==> src/rtl/shift_pipe_ctrl_pkg.sv <==
`default_nettype none
// +--------------------------------------------------------------------+
// | Module : shift_pipe_ctrl_pkg                                       |
// | Brief  : shared widths, FIFO depth, command record, overflow helper |
// | Rev    : 1.0  initial release                                      |
// +--------------------------------------------------------------------+
package shift_pipe_ctrl_pkg;

  localparam int DATA_W     = 8;
  localparam int AMT_W      = 3;
  localparam int FIFO_DEPTH = 2;
  localparam int CNT_W      = 8;

  typedef struct packed {
    logic [DATA_W-1:0] data;
    logic [AMT_W-1:0]  amount;
  } cmd_t;

  // A 1 is lost when any of the top 'amount' bits of data is set.
  // With amount == 0 the mask is empty, so no overflow is reported.
  function automatic logic ovf_of(input cmd_t c);
    logic [DATA_W-1:0] mask;
    mask = ~({DATA_W{1'b1}} >> c.amount);
    return |(c.data & mask);
  endfunction

endpackage
`default_nettype wire

==> src/rtl/shift_pipe_ctrl_if.sv <==
`default_nettype none
// +--------------------------------------------------------------------+
// | Module : shift_pipe_ctrl_if                                        |
// | Brief  : command, shifter and result bundle for shift_pipe_ctrl     |
// | Rev    : 1.0  initial release                                      |
// +--------------------------------------------------------------------+
interface shift_pipe_ctrl_if;
  import shift_pipe_ctrl_pkg::*;

  logic              in_valid;
  logic              in_ready;
  logic [DATA_W-1:0] din;
  logic [AMT_W-1:0]  sel;
  logic [DATA_W-1:0] sh_din;
  logic [AMT_W-1:0]  sh_sel;
  logic [DATA_W-1:0] sh_dout;
  logic              out_valid;
  logic              out_ready;
  logic [DATA_W-1:0] dout;
  logic              ovf;
  logic [CNT_W-1:0]  cnt;

  // The block itself, including its view of the external shifter.
  modport slave (
    input  in_valid, din, sel, sh_dout, out_ready,
    output in_ready, sh_din, sh_sel, out_valid, dout, ovf, cnt
  );

  // Environment: upstream producer, downstream consumer and shifter.
  modport master (
    output in_valid, din, sel, sh_dout, out_ready,
    input  in_ready, sh_din, sh_sel, out_valid, dout, ovf, cnt
  );

endinterface
`default_nettype wire

==> src/rtl/shift_fifo2.sv <==
`default_nettype none
// +--------------------------------------------------------------------+
// | Module : shift_fifo2                                               |
// | Brief  : 2-entry in-order command FIFO with zeroed head when empty  |
// | Rev    : 1.0  initial release                                      |
// +--------------------------------------------------------------------+
module shift_fifo2
  import shift_pipe_ctrl_pkg::*;
(
  input  logic clk,
  input  logic rst,
  input  logic push,
  input  cmd_t push_data,
  input  logic pop,
  output cmd_t head,
  output logic full,
  output logic empty
);

  localparam int PTR_W = $clog2(FIFO_DEPTH);
  localparam int OCC_W = $clog2(FIFO_DEPTH + 1);

  cmd_t             mem [FIFO_DEPTH];
  logic [PTR_W-1:0] wr_ptr;
  logic [PTR_W-1:0] rd_ptr;
  logic [OCC_W-1:0] occ;

  assign full  = (occ == OCC_W'(FIFO_DEPTH));
  assign empty = (occ == '0);
  // Downstream sees zeros rather than a stale entry when nothing is queued.
  assign head  = empty ? '0 : mem[rd_ptr];

  // Storage write; contents need no reset since occupancy gates visibility.
  always_ff @(posedge clk) begin
    if (push && !full) begin
      mem[wr_ptr] <= push_data;
    end
  end

  // Pointers and occupancy; pointers wrap naturally at a power-of-two depth.
  always_ff @(posedge clk) begin
    if (rst) begin
      wr_ptr <= '0;
      rd_ptr <= '0;
      occ    <= '0;
    end else begin
      if (push && !full) begin
        wr_ptr <= wr_ptr + 1'b1;
      end
      if (pop && !empty) begin
        rd_ptr <= rd_ptr + 1'b1;
      end
      case ({push && !full, pop && !empty})
        2'b10:   occ <= occ + 1'b1;
        2'b01:   occ <= occ - 1'b1;
        default: occ <= occ;
      endcase
    end
  end

endmodule
`default_nettype wire

==> src/rtl/shift_pipe_ctrl.sv <==
`default_nettype none
// +--------------------------------------------------------------------+
// | Module : shift_pipe_ctrl                                           |
// | Brief  : queues shift commands, drives an external shifter and      |
// |          registers result, overflow flag and handshake count        |
// | Rev    : 1.0  initial release                                      |
// +--------------------------------------------------------------------+
module shift_pipe_ctrl
  import shift_pipe_ctrl_pkg::*;
(
  input  logic             clk,
  input  logic             rst,
  shift_pipe_ctrl_if.slave bus
);

  cmd_t              in_cmd;
  cmd_t              head;
  logic              fifo_full;
  logic              fifo_empty;
  logic              push;
  logic              pop;
  logic              res_free;
  logic              res_valid;
  logic [DATA_W-1:0] res_data;
  logic              res_ovf;
  logic [CNT_W-1:0]  hs_count;

  assign in_cmd = {bus.din, bus.sel};

  // Ready depends only on registered occupancy, so a same-cycle pop
  // never opens the input path combinationally.
  assign bus.in_ready = !fifo_full;
  assign push         = bus.in_valid && !fifo_full;
  assign res_free     = !res_valid || bus.out_ready;
  assign pop          = !fifo_empty && res_free;

  assign bus.sh_din    = head.data;
  assign bus.sh_sel    = head.amount;
  assign bus.out_valid = res_valid;
  assign bus.dout      = res_data;
  assign bus.ovf       = res_ovf;
  assign bus.cnt       = hs_count;

  shift_fifo2 u_fifo (
    .clk       (clk),
    .rst       (rst),
    .push      (push),
    .push_data (in_cmd),
    .pop       (pop),
    .head      (head),
    .full      (fifo_full),
    .empty     (fifo_empty)
  );

  // Result register: load the shifted head when free, drain to invalid
  // when free with nothing queued, otherwise hold under backpressure.
  always_ff @(posedge clk) begin
    if (rst) begin
      res_valid <= 1'b0;
      res_data  <= '0;
      res_ovf   <= 1'b0;
    end else if (res_free) begin
      if (!fifo_empty) begin
        res_valid <= 1'b1;
        res_data  <= bus.sh_dout;
        res_ovf   <= ovf_of(head);
      end else begin
        res_valid <= 1'b0;
      end
    end
  end

  // Completed output handshakes, wrapping modulo 2**CNT_W.
  always_ff @(posedge clk) begin
    if (rst) begin
      hs_count <= '0;
    end else if (res_valid && bus.out_ready) begin
      hs_count <= hs_count + 1'b1;
    end
  end

endmodule
`default_nettype wire

==> src/flat_wrapper.sv <==
// flat-port wrapper written by rule: the top's interface ports become plain ports
module shift_pipe_ctrl_flat import shift_pipe_ctrl_pkg::*;
  (clk, rst, bus_in_valid, bus_din, bus_sel, bus_sh_dout, bus_out_ready, bus_in_ready, bus_sh_din, bus_sh_sel, bus_out_valid, bus_dout, bus_ovf, bus_cnt);
  shift_pipe_ctrl_if bus_i ();
  input  logic clk;
  input  logic rst;
  input wire logic [$bits(bus_i.in_valid)-1:0] bus_in_valid;
  input wire logic [$bits(bus_i.din)-1:0] bus_din;
  input wire logic [$bits(bus_i.sel)-1:0] bus_sel;
  input wire logic [$bits(bus_i.sh_dout)-1:0] bus_sh_dout;
  input wire logic [$bits(bus_i.out_ready)-1:0] bus_out_ready;
  output wire logic [$bits(bus_i.in_ready)-1:0] bus_in_ready;
  output wire logic [$bits(bus_i.sh_din)-1:0] bus_sh_din;
  output wire logic [$bits(bus_i.sh_sel)-1:0] bus_sh_sel;
  output wire logic [$bits(bus_i.out_valid)-1:0] bus_out_valid;
  output wire logic [$bits(bus_i.dout)-1:0] bus_dout;
  output wire logic [$bits(bus_i.ovf)-1:0] bus_ovf;
  output wire logic [$bits(bus_i.cnt)-1:0] bus_cnt;
  assign bus_i.in_valid = bus_in_valid;
  assign bus_i.din = bus_din;
  assign bus_i.sel = bus_sel;
  assign bus_i.sh_dout = bus_sh_dout;
  assign bus_i.out_ready = bus_out_ready;
  assign bus_in_ready = bus_i.in_ready;
  assign bus_sh_din = bus_i.sh_din;
  assign bus_sh_sel = bus_i.sh_sel;
  assign bus_out_valid = bus_i.out_valid;
  assign bus_dout = bus_i.dout;
  assign bus_ovf = bus_i.ovf;
  assign bus_cnt = bus_i.cnt;
  shift_pipe_ctrl u_core (.clk(clk), .rst(rst), .bus(bus_i));
endmodule
==> config.mk <==
export PLATFORM = sky130hd
export DESIGN_NAME = shift_pipe_ctrl_flat
export DESIGN_NICKNAME = d
export VERILOG_FILES = /design/src/rtl/shift_pipe_ctrl_pkg.sv /design/src/rtl/shift_pipe_ctrl_if.sv /design/src/rtl/shift_fifo2.sv /design/src/rtl/shift_pipe_ctrl.sv /design/src/flat_wrapper.sv
export SDC_FILE = /design/constraint.sdc
export NUM_CORES = 1
export LEC_CHECK = 0
export ABC_AREA = 1
export CORE_UTILIZATION = 35
export DETAILED_ROUTE_END_ITERATION = 10
export GPL_TIMING_DRIVEN = 1
export PLACE_DENSITY = 0.63
export REMOVE_ABC_BUFFERS = 1
export SLEW_MARGIN = 30
export SYNTH_ARGS = -nofsm -noshare
export SYNTH_HDL_FRONTEND = slang
export SYNTH_SLANG_ARGS = --single-unit
export TNS_END_PERCENT = 50
==> constraint.sdc <==
create_clock -name clk -period 2.4 [get_ports clk]
set_clock_uncertainty 0.15 [all_clocks]
set_input_delay 0.6 -clock clk [delete_from_list [all_inputs] [get_ports clk]]
set_output_delay 0.6 -clock clk [all_outputs]
set_load 0.01 [all_outputs]
==> metrics.md, run 1 <==
| Metric | Value |
|---|---|
| Hold-fix buffer count after cts | 0 |
| Number of iterations in the first detailed-routing pass | 4 |
| Area growth from synthesis to final layout | 43.32% |
| Part of the total power dissipated in the clock network | 0.215 |
| Yosys reg bits | 45 |
| CP Capture Type | output port |
| Final routed wire length divided by cell count | 11.22 µm |
| Buffers on Ports | 52 |
| Inserted Diodes | 0 |
| Detailed-placement wirelength estimate | 2849 µm |
| Combinational group share of total power | 0.434 |
| Setup_tns | 0 ns |
| Worst Path Arrival | 1.51 ns |
| Total power per unit cell area | 1136 mW/mm² |
| Layout net count | 306 |
| Routed Wire Length | 3948 µm |
| Internal power component | 1.992 mW |
| Starting Density | 0.3674 |
| DRT iter0 DRCs | 115 |
| Slew Limit Fails | 0 |
| Final hold slack | 0.2893 ns |
| Die height | 75.69 µm |
| Startpoint types | flop |
| Number of global-route vias before repair | 1,358 |
| Max clock buf depth | 2 |
| Final GP Congestion | 0.7711 |
| Netlist area before placement | 0.001901 mm² |
| Residual antenna-violating net count after detailed routing | 0 |
| Sequential share of power | 0.351 |
| Grt ovf | 0 |
| DRC errors left | 0 |
| Total via count after detailed routing | 1,567 |
| Number of buffers inserted during clock tree synthesis | 5 |
| Final min period | 2.255 ns |
| Post-detailed-route via-to-cell ratio | 4.452 |
| Final Cycle Share | 0.9396 |
| Total I/O pin count | 53 |
| Achievable Freq | 0.4434 GHz |
| Async S/R FF share, synth | 0 |
| Placement Rows | 26 |
| Floorplan die width | 75.69 µm |
| Post-Syn Instances | 219 |
| Reported net switching power | 1.103 mW |
| Switching fraction of total power | 0.3563 |
| Clock tree sinks | 45 |
| Share of post-route cells with drive strength above 1 | 0.1206 |
| Slew @ Worst Pin | 0.3012 ns |
| Class of the most critical hold timing path | flop to flop |
| Max-cap violations | 0 |
| Die Outline Area | 0.005729 mm² |
| Warning count from the yosys run | 0 |
| Global-route wire length before repair | 6210 µm |
| Sequential cell area fraction in the yosys report | 0.5899 |
| Final number of hold-violating endpoints | 0 |
| Deepest level of the CTS H-tree | 2 |
| Relative slew slack | 0.7990 |
| Worst Path Required | 1.65 ns |
| Leakage power | 1.264 nW |
| Maximum number of pins on one net before global-route repair | 15 |
| Dominant register cell in the synthesized netlist | dfxtp_1 |
| Aggregate global-route resource usage | 0.1496 |
| CORE AREA | 0.005172 mm² |
| Critical Setup Path Class | flop to output port |
| Setup violation total in the final timing report | 0 |
| Unrepaired setup endpoints after global routing | false |
| Clock latency reported for the late side of the worst-skew pair | 0.29 ns |
| Number of enable flip-flop cells after synthesis | 22 |
| Antenna violations before repair | 0 |
| Buffers inserted during post-CTS setup optimization | 0 |
| Maximum vdd drop | 515.9 µV |
| Run status | completed |
| TritonCTS clock tree | done |
| Share of the core filled with cells in the final layout | 0.5266 |
| Crit-path max FO | 6 |
| Number of distinct standard cells referenced by the synthesized netlist | 23 |
| Clock transition at the registers of the reported paths | 0.08 ns |
| Root cell of the clock tree | clkbuf_8 |
| Per-instance average area after synthesis | 8.678 µm² |
## power groups by stage
stage | Combinational, mW | Sequential (mW) | Clock, mW
floorplan | 0.673 | 1.13 | 0
global placement | 1.34 | 1.08 | 0
detailed placement | 1.35 | 1.09 | 0
CTS | 1.35 | 1.08 | 0.679
global route | 1.51 | 1.11 | 0.710
finish | 1.34 | 1.09 | 0.667
## worst max-delay path: stages, from the launching register on
cell	delay, ns
dfxtp_4	0.37
buf_4	0.15
or2_2	0.30
nand3_2	0.08
inv_1	0.04
dlygate4sd2_1	0.27
## state kept, by name, summed over array words and instances, names as in the netlist, named ones only
signal and cells:
u_core.u_fifo.occ 2, u_core.u_fifo.mem 22, u_core.bus.out_valid 1, u_core.bus.ovf 1, u_core.bus.cnt 8, u_core.u_fifo.wr_ptr 1, u_core.bus.dout 8, u_core.u_fifo.rd_ptr 1
## synthesized netlist by cell type, types with 2 or more instances
library cell / n / share of area
nand2_2: 3 / 0.0099
nor2_2: 3 / 0.0099
buf_4: 2 / 0.0079
nor2_1: 35 / 0.069
nand3_2: 2 / 0.011
a21oi_1: 13 / 0.034
dfxtp_1: 23 / 0.24
edfxtp_1: 22 / 0.35
inv_2: 5 / 0.0099
o21ai_0: 14 / 0.037
nand2_1: 51 / 0.10
nor3_1: 3 / 0.0079
inv_1: 26 / 0.051
ha_1: 2 / 0.013
nand3_1: 7 / 0.018
## metrics by stage
stage               cell area [µm²]  setup slack [ns]  cells  total power [mW]
global placement               2544            0.1508    344             2.423
global route                   2724           0.04809    352             3.330
detailed placement             2544            0.1486    344             2.440
floorplan                      1871            0.5962    215             1.799
finish                         2724            0.1448    352             3.095
CTS                            2688           0.01103    352             3.111
## per-layer routing
| layer | share of wire | global-route usage | vias up |
|---|---|---|---|
| met5 | 0 | 0 | - |
| met2 | 0.49 | 0.2401 | 36 |
| met3 | 0.038 | 0.03307 | 7 |
| met1 | 0.45 | 0.1914 | 701 |
| met4 | 0.019 | 0.07407 | 0 |
| li1 | - | - | 823 |
## repair_timing
action | in CTS | in global routing
gates resized for setup | 9 | 11
gates cloned | 0 | 0
endpoints found under the hold margin | 0 | 0
pin swaps | 0 | 1
endpoints found under the setup margin | 11 | 8
## cell usage in the layout, fill, tap and decap left out, drive strengths merged
cell type,count
or2,2
inv,31
o21bai,1
a21oi,13
nand3,9
clkinvlp,1
edfxtp,22
ha,2
clkbuf,5
bufinv,2
nand4,1
clkdlybuf4s50,41
o21ai,15
nor3,3
buf,7
dlygate4sd2,3
nand2,54
dlymetal6s2s,8
dfxtp,23
nor2,39
## area by class of cell
type,count,area [µm²]
fillers,496,2449
flip-flops and latches,45,1130
multi-input cells,139,651.9
repair buffers,59,601.8
inverters,31,118.9
well taps,70,87.58
clock buffers,5,68.82
clock inverters,3,65.06
## final timing paths
kind,from,endpoint,slack [ns],cells after the start
max,flop,bus_sh_din[2],0.14,5
min,u_core.u_fifo.rd_ptr,flop,0.29,1
max reg2reg,u_core.u_fifo.occ[0],u_core.u_fifo.occ[1],0.69,8
min reg2reg,u_core.u_fifo.rd_ptr,flop,0.29,1
## logic make-up after synthesis
kind of cell | Yosys count | share of synthesized area
AND/OR/NAND/NOR | 108 | 0.2423
flip-flops | 45 | 0.5899
buffers and inverters | 35 | 0.07702
AO/OA/AOI/OAI | 29 | 0.07768
adder cells (fa/ha/maj) | 2 | 0.01316
(Power assumes the default switching activity.)
==> run 2: changes to the inputs <==
SYNTH_HIERARCHICAL = 1   (was not set)
==> run 2 against run 1 <==
  * Clock power shrank 34%
  * Non-clock buffer count grew 4
  * Fmax shrank 0.55%
  * Worst setup slack lost 0.012 ns
  * Design area shrank 2.2%
==> metrics.md, run 2 <==
| Metric | Value |
|---|---|
| Most frequent cells in the layout | 42 x nand2_1, 41 x clkdlybuf4s50_1, 37 x nor2_1 |
| Max clock buf depth | 2 (unchanged) |
| Yosys reg bits | 45 (unchanged) |
| Netlist area before placement | 0.001917 mm² (+0.86%) |
| Worst Path Required | 1.65 ns (about the same) |
| Reg2reg path depth | 10 (+2) |
| Area growth from synthesis to final layout | 39.03% |
| Total power per unit cell area | 1080 mW/mm² (-5.0%) |
| Area leader, netlist | edfxtp_1 |
| Post-detailed-route via-to-cell ratio | 4.406 (-1.0%) |
| Starting Density | 0.3683 (+0.0008284) |
| Die Outline Area | 0.005777 mm² (+0.83%) |
| Number of instances in the placed design | 339 (-1.5%) |
| Leading cell type in the layout, fill and taps excluded | nand2_1 |
| Worst-path cell with the longest stage delay | dfxtp_2 |
| Deepest level of the CTS H-tree | 2 (unchanged) |
| Clock tree sinks | 45 (unchanged) |
| Placement Rows | 26 (unchanged) |
| Share of the core filled with cells in the final layout | 0.5120 (-0.01459) |
| Final min period | 2.268 ns (+0.01243 ns) |
| Residual antenna-violating net count after detailed routing | 0 (unchanged) |
| Final number of hold-violating endpoints | 0 (unchanged) |
| Critical Setup Path Class | flop to output port |
| Capture point of the critical path | bus_sh_din[6] |
| Critical register-to-register path startpoint | u_core/u_fifo/occ[1] |
| Register bank with the most flops | u_core/u_fifo/mem |
| TritonCTS clock tree | done |
| Hold-fix buffer count after cts | 0 (unchanged) |
| Total I/O pin count | 53 (unchanged) |
| Final Instance Count excl. Fillers | 347 (-1.4%) |
| Per-instance average area after synthesis | 9.085 µm² (+4.7%) |
| Root cell of the clock tree | clkbuf_8 |
| CORE AREA | 0.005205 mm² (+0.63%) |
| Grt ovf | 0 (unchanged) |
| Final Cycle Share | 0.9448 (+0.005179) |
| Layout net count | 301 (-1.6%) |
| Post-route worst setup slack | 0.1324 ns (-0.01243 ns) |
| Area fraction of the dominant cell type after synthesis | 0.3446 (-0.002950) |
| Maximum vdd drop | 402.1 µV (-22%) |
| Max-cap violations | 0 (unchanged) |
| Buffers inserted during post-CTS setup optimization | 0 (unchanged) |
| Post-placement worst setup slack | 0.05831 ns (-0.09030 ns) |
| Class of the most critical hold timing path | flop to flop |
| Internal reg-to-reg setup slack | 0.59 ns (-0.10 ns) |
| Crit-path max FO | 9 (+3) |
| Achievable Freq | 0.4410 GHz (-0.55%) |
| Total via count after detailed routing | 1,529 (-2.4%) |
| Top Family by Delay on Critical Path | buffers and inverters |
| Buf+Inv Stages, Crit Path | 3 (unchanged) |
| Clock latency reported for the late side of the worst-skew pair | 0.29 ns (about the same) |
| CP Capture Type | output port |
| Routed Wire Length | 3816 µm (-3.3%) |
| Number of iterations in the first detailed-routing pass | 4 (unchanged) |
| Dominant register cell in the synthesized netlist | dfxtp_1 |
| Slew Limit Fails | 0 (unchanged) |
| Maximum number of pins on one net before global-route repair | 16 (+1) |
| Antenna violations before repair | 0 (unchanged) |
| Async S/R FF share, synth | 0 (unchanged) |
| Max FFs per register | 22 (unchanged) |
| DRC errors left | 0 (unchanged) |
| Share of post-route cells with drive strength above 1 | 0.1408 (+0.02023) |
| Aggregate global-route resource usage | 0.1444 (-0.005175) |
| Detailed-placement wirelength estimate | 2882 µm (+1.2%) |
| Top cells by area in the synthesized netlist | edfxtp_1 34%, dfxtp_1 24%, nand2_1 8.2%, nor2_1 7.2%, a21oi_1 5.2% |
| Die height | 76.01 µm (+0.42%) |
| Setup_tns | 0 ns (unchanged) |
| Post-Syn Instances | 211 (-3.7%) |
| Buffers on Ports | 52 (unchanged) |
| Inserted Diodes | 0 (unchanged) |
| Final routed wire length divided by cell count | 11.00 µm (-2.0%) |
| Worst r2r dst | u_core/u_fifo/occ[1] |
| Number of buffers inserted during clock tree synthesis | 5 (unchanged) |
| Worst Path Arrival | 1.52 ns (about the same) |
| Setup violation total in the final timing report | 0 (unchanged) |
| Global-route wire length before repair | 6582 µm (+6.0%) |
| Number of distinct standard cells referenced by the synthesized netlist | 21 (-8.7%) |
| Critical path's largest stage delay | 0.39 ns (+0.02 ns) |
| Leakage power | 1.101 nW (-13%) |
| Critical path depth | 5 (unchanged) |
| Final GP Congestion | 0.7668 (-0.56%) |
| Cells traversed along the worst timing path | inv_1 > buf_4 > nand2_1 > a21oi_1 > dlygate4sd2_1 |
| Unrepaired setup endpoints after global routing | false |
| Clock transition at the registers of the reported paths | 0.08 ns (about the same) |
| Warning count from the yosys run | 6 (+6) |
| Slew @ Worst Pin | 0.4267 ns (+0.1255 ns) |
| Run status | completed |
| Sequential cell area fraction in the yosys report | 0.5849 (-0.005005) |
| Final hold slack | 0.3496 ns (+0.06028 ns) |
| DRT iter0 DRCs | 55 (-52%) |
| Number of enable flip-flop cells after synthesis | 22 (unchanged) |
| Most numerous cell types in the synthesized netlist | 42 x nand2_1, 37 x nor2_1, 23 x dfxtp_1, 22 x edfxtp_1, 22 x inv_1 |
| Floorplan die width | 76.01 µm (+0.42%) |
| Startpoint types | flop |
| Top-count cell post-synth | nand2_1 |
| Number of global-route vias before repair | 1,408 (+3.7%) |
| Relative slew slack | 0.7152 (-0.08377) |
run 2: tightest hold or removal path, stage by stage (launching register included):
cell and delay, ns:
dfxtp_1 0.33, nor2_1 0.06, nor2_1 0.09
run 2: report_power, final:
group,leakage (nW),internal (mW),total [mW],switching (mW)
clock,0.0388,0.202,0.441,0.239
sequential,0.394,1.02,1.14,0.116
combinational,0.668,0.585,1.30,0.713
total,1.10,1.81,2.88,1.07
run 2: kinds of logic after synthesis:
| group | Yosys count | share of synthesized area |
|---|---|---|
| simple gates | 96 | 0.2311 |
| flops | 45 | 0.5849 |
| compound gates | 37 | 0.1005 |
| buf+inv | 31 | 0.07049 |
| fa+ha+maj | 2 | 0.01305 |
run 2: worst min path at each step:
| stage | from | endpoint | cells after the start |
|---|---|---|---|
| floorplan | u_core/u_fifo/rd_ptr | flop | 2 |
| CTS | u_core/u_fifo/rd_ptr | flop | 2 |
| global placement | u_core/u_fifo/rd_ptr | u_core/u_fifo/rd_ptr | 2 |
| global route | u_core/u_fifo/rd_ptr | flop | 2 |
| finish | u_core/u_fifo/rd_ptr | flop | 2 |
| detailed placement | u_core/u_fifo/rd_ptr | flop | 2 |
run 2: area by class of cell:
cell class | count | area [µm²]
Multi-Input combinational cell | 135 | 668.1
Sequential cell | 45 | 1122
Clock buffer | 6 | 72.57
Timing Repair Buffer | 63 | 605.6
Inverter | 26 | 97.59
Tap cell | 70 | 87.58
Fill cell | 513 | 2540
Clock inverter | 2 | 11.26
run 2: what timing repair did:
action / in CTS / in global routing
pin swaps: 0 / 1
resized for setup: 13 / 1
endpoints found under the setup margin: 11 / 1
run 2: metal layers:
layer / GRT usage / part of all wire / vias to the layer above
met3: 0.02515 / 0.026 / 7
li1: - / - / 809
met2: 0.2427 / 0.50 / 24
met4: 0.06731 / 0.023 / 0
met1: 0.1808 / 0.45 / 689
met5: 0 / 0 / -
run 2: per-stage QoR:
stage | power [mW] | area, µm²
floorplan | 1.813 | 1879
global placement | 2.501 | 2582
finish | 2.878 | 2665
detailed placement | 2.517 | 2582
CTS | 2.911 | 2663
global route | 3.101 | 2665
==> run 3: changes to the inputs <==
SLEW_MARGIN = not set   (was 30)
==> results of run 3 <==
Final layout, timing and power as in run 2 (identical DEF).
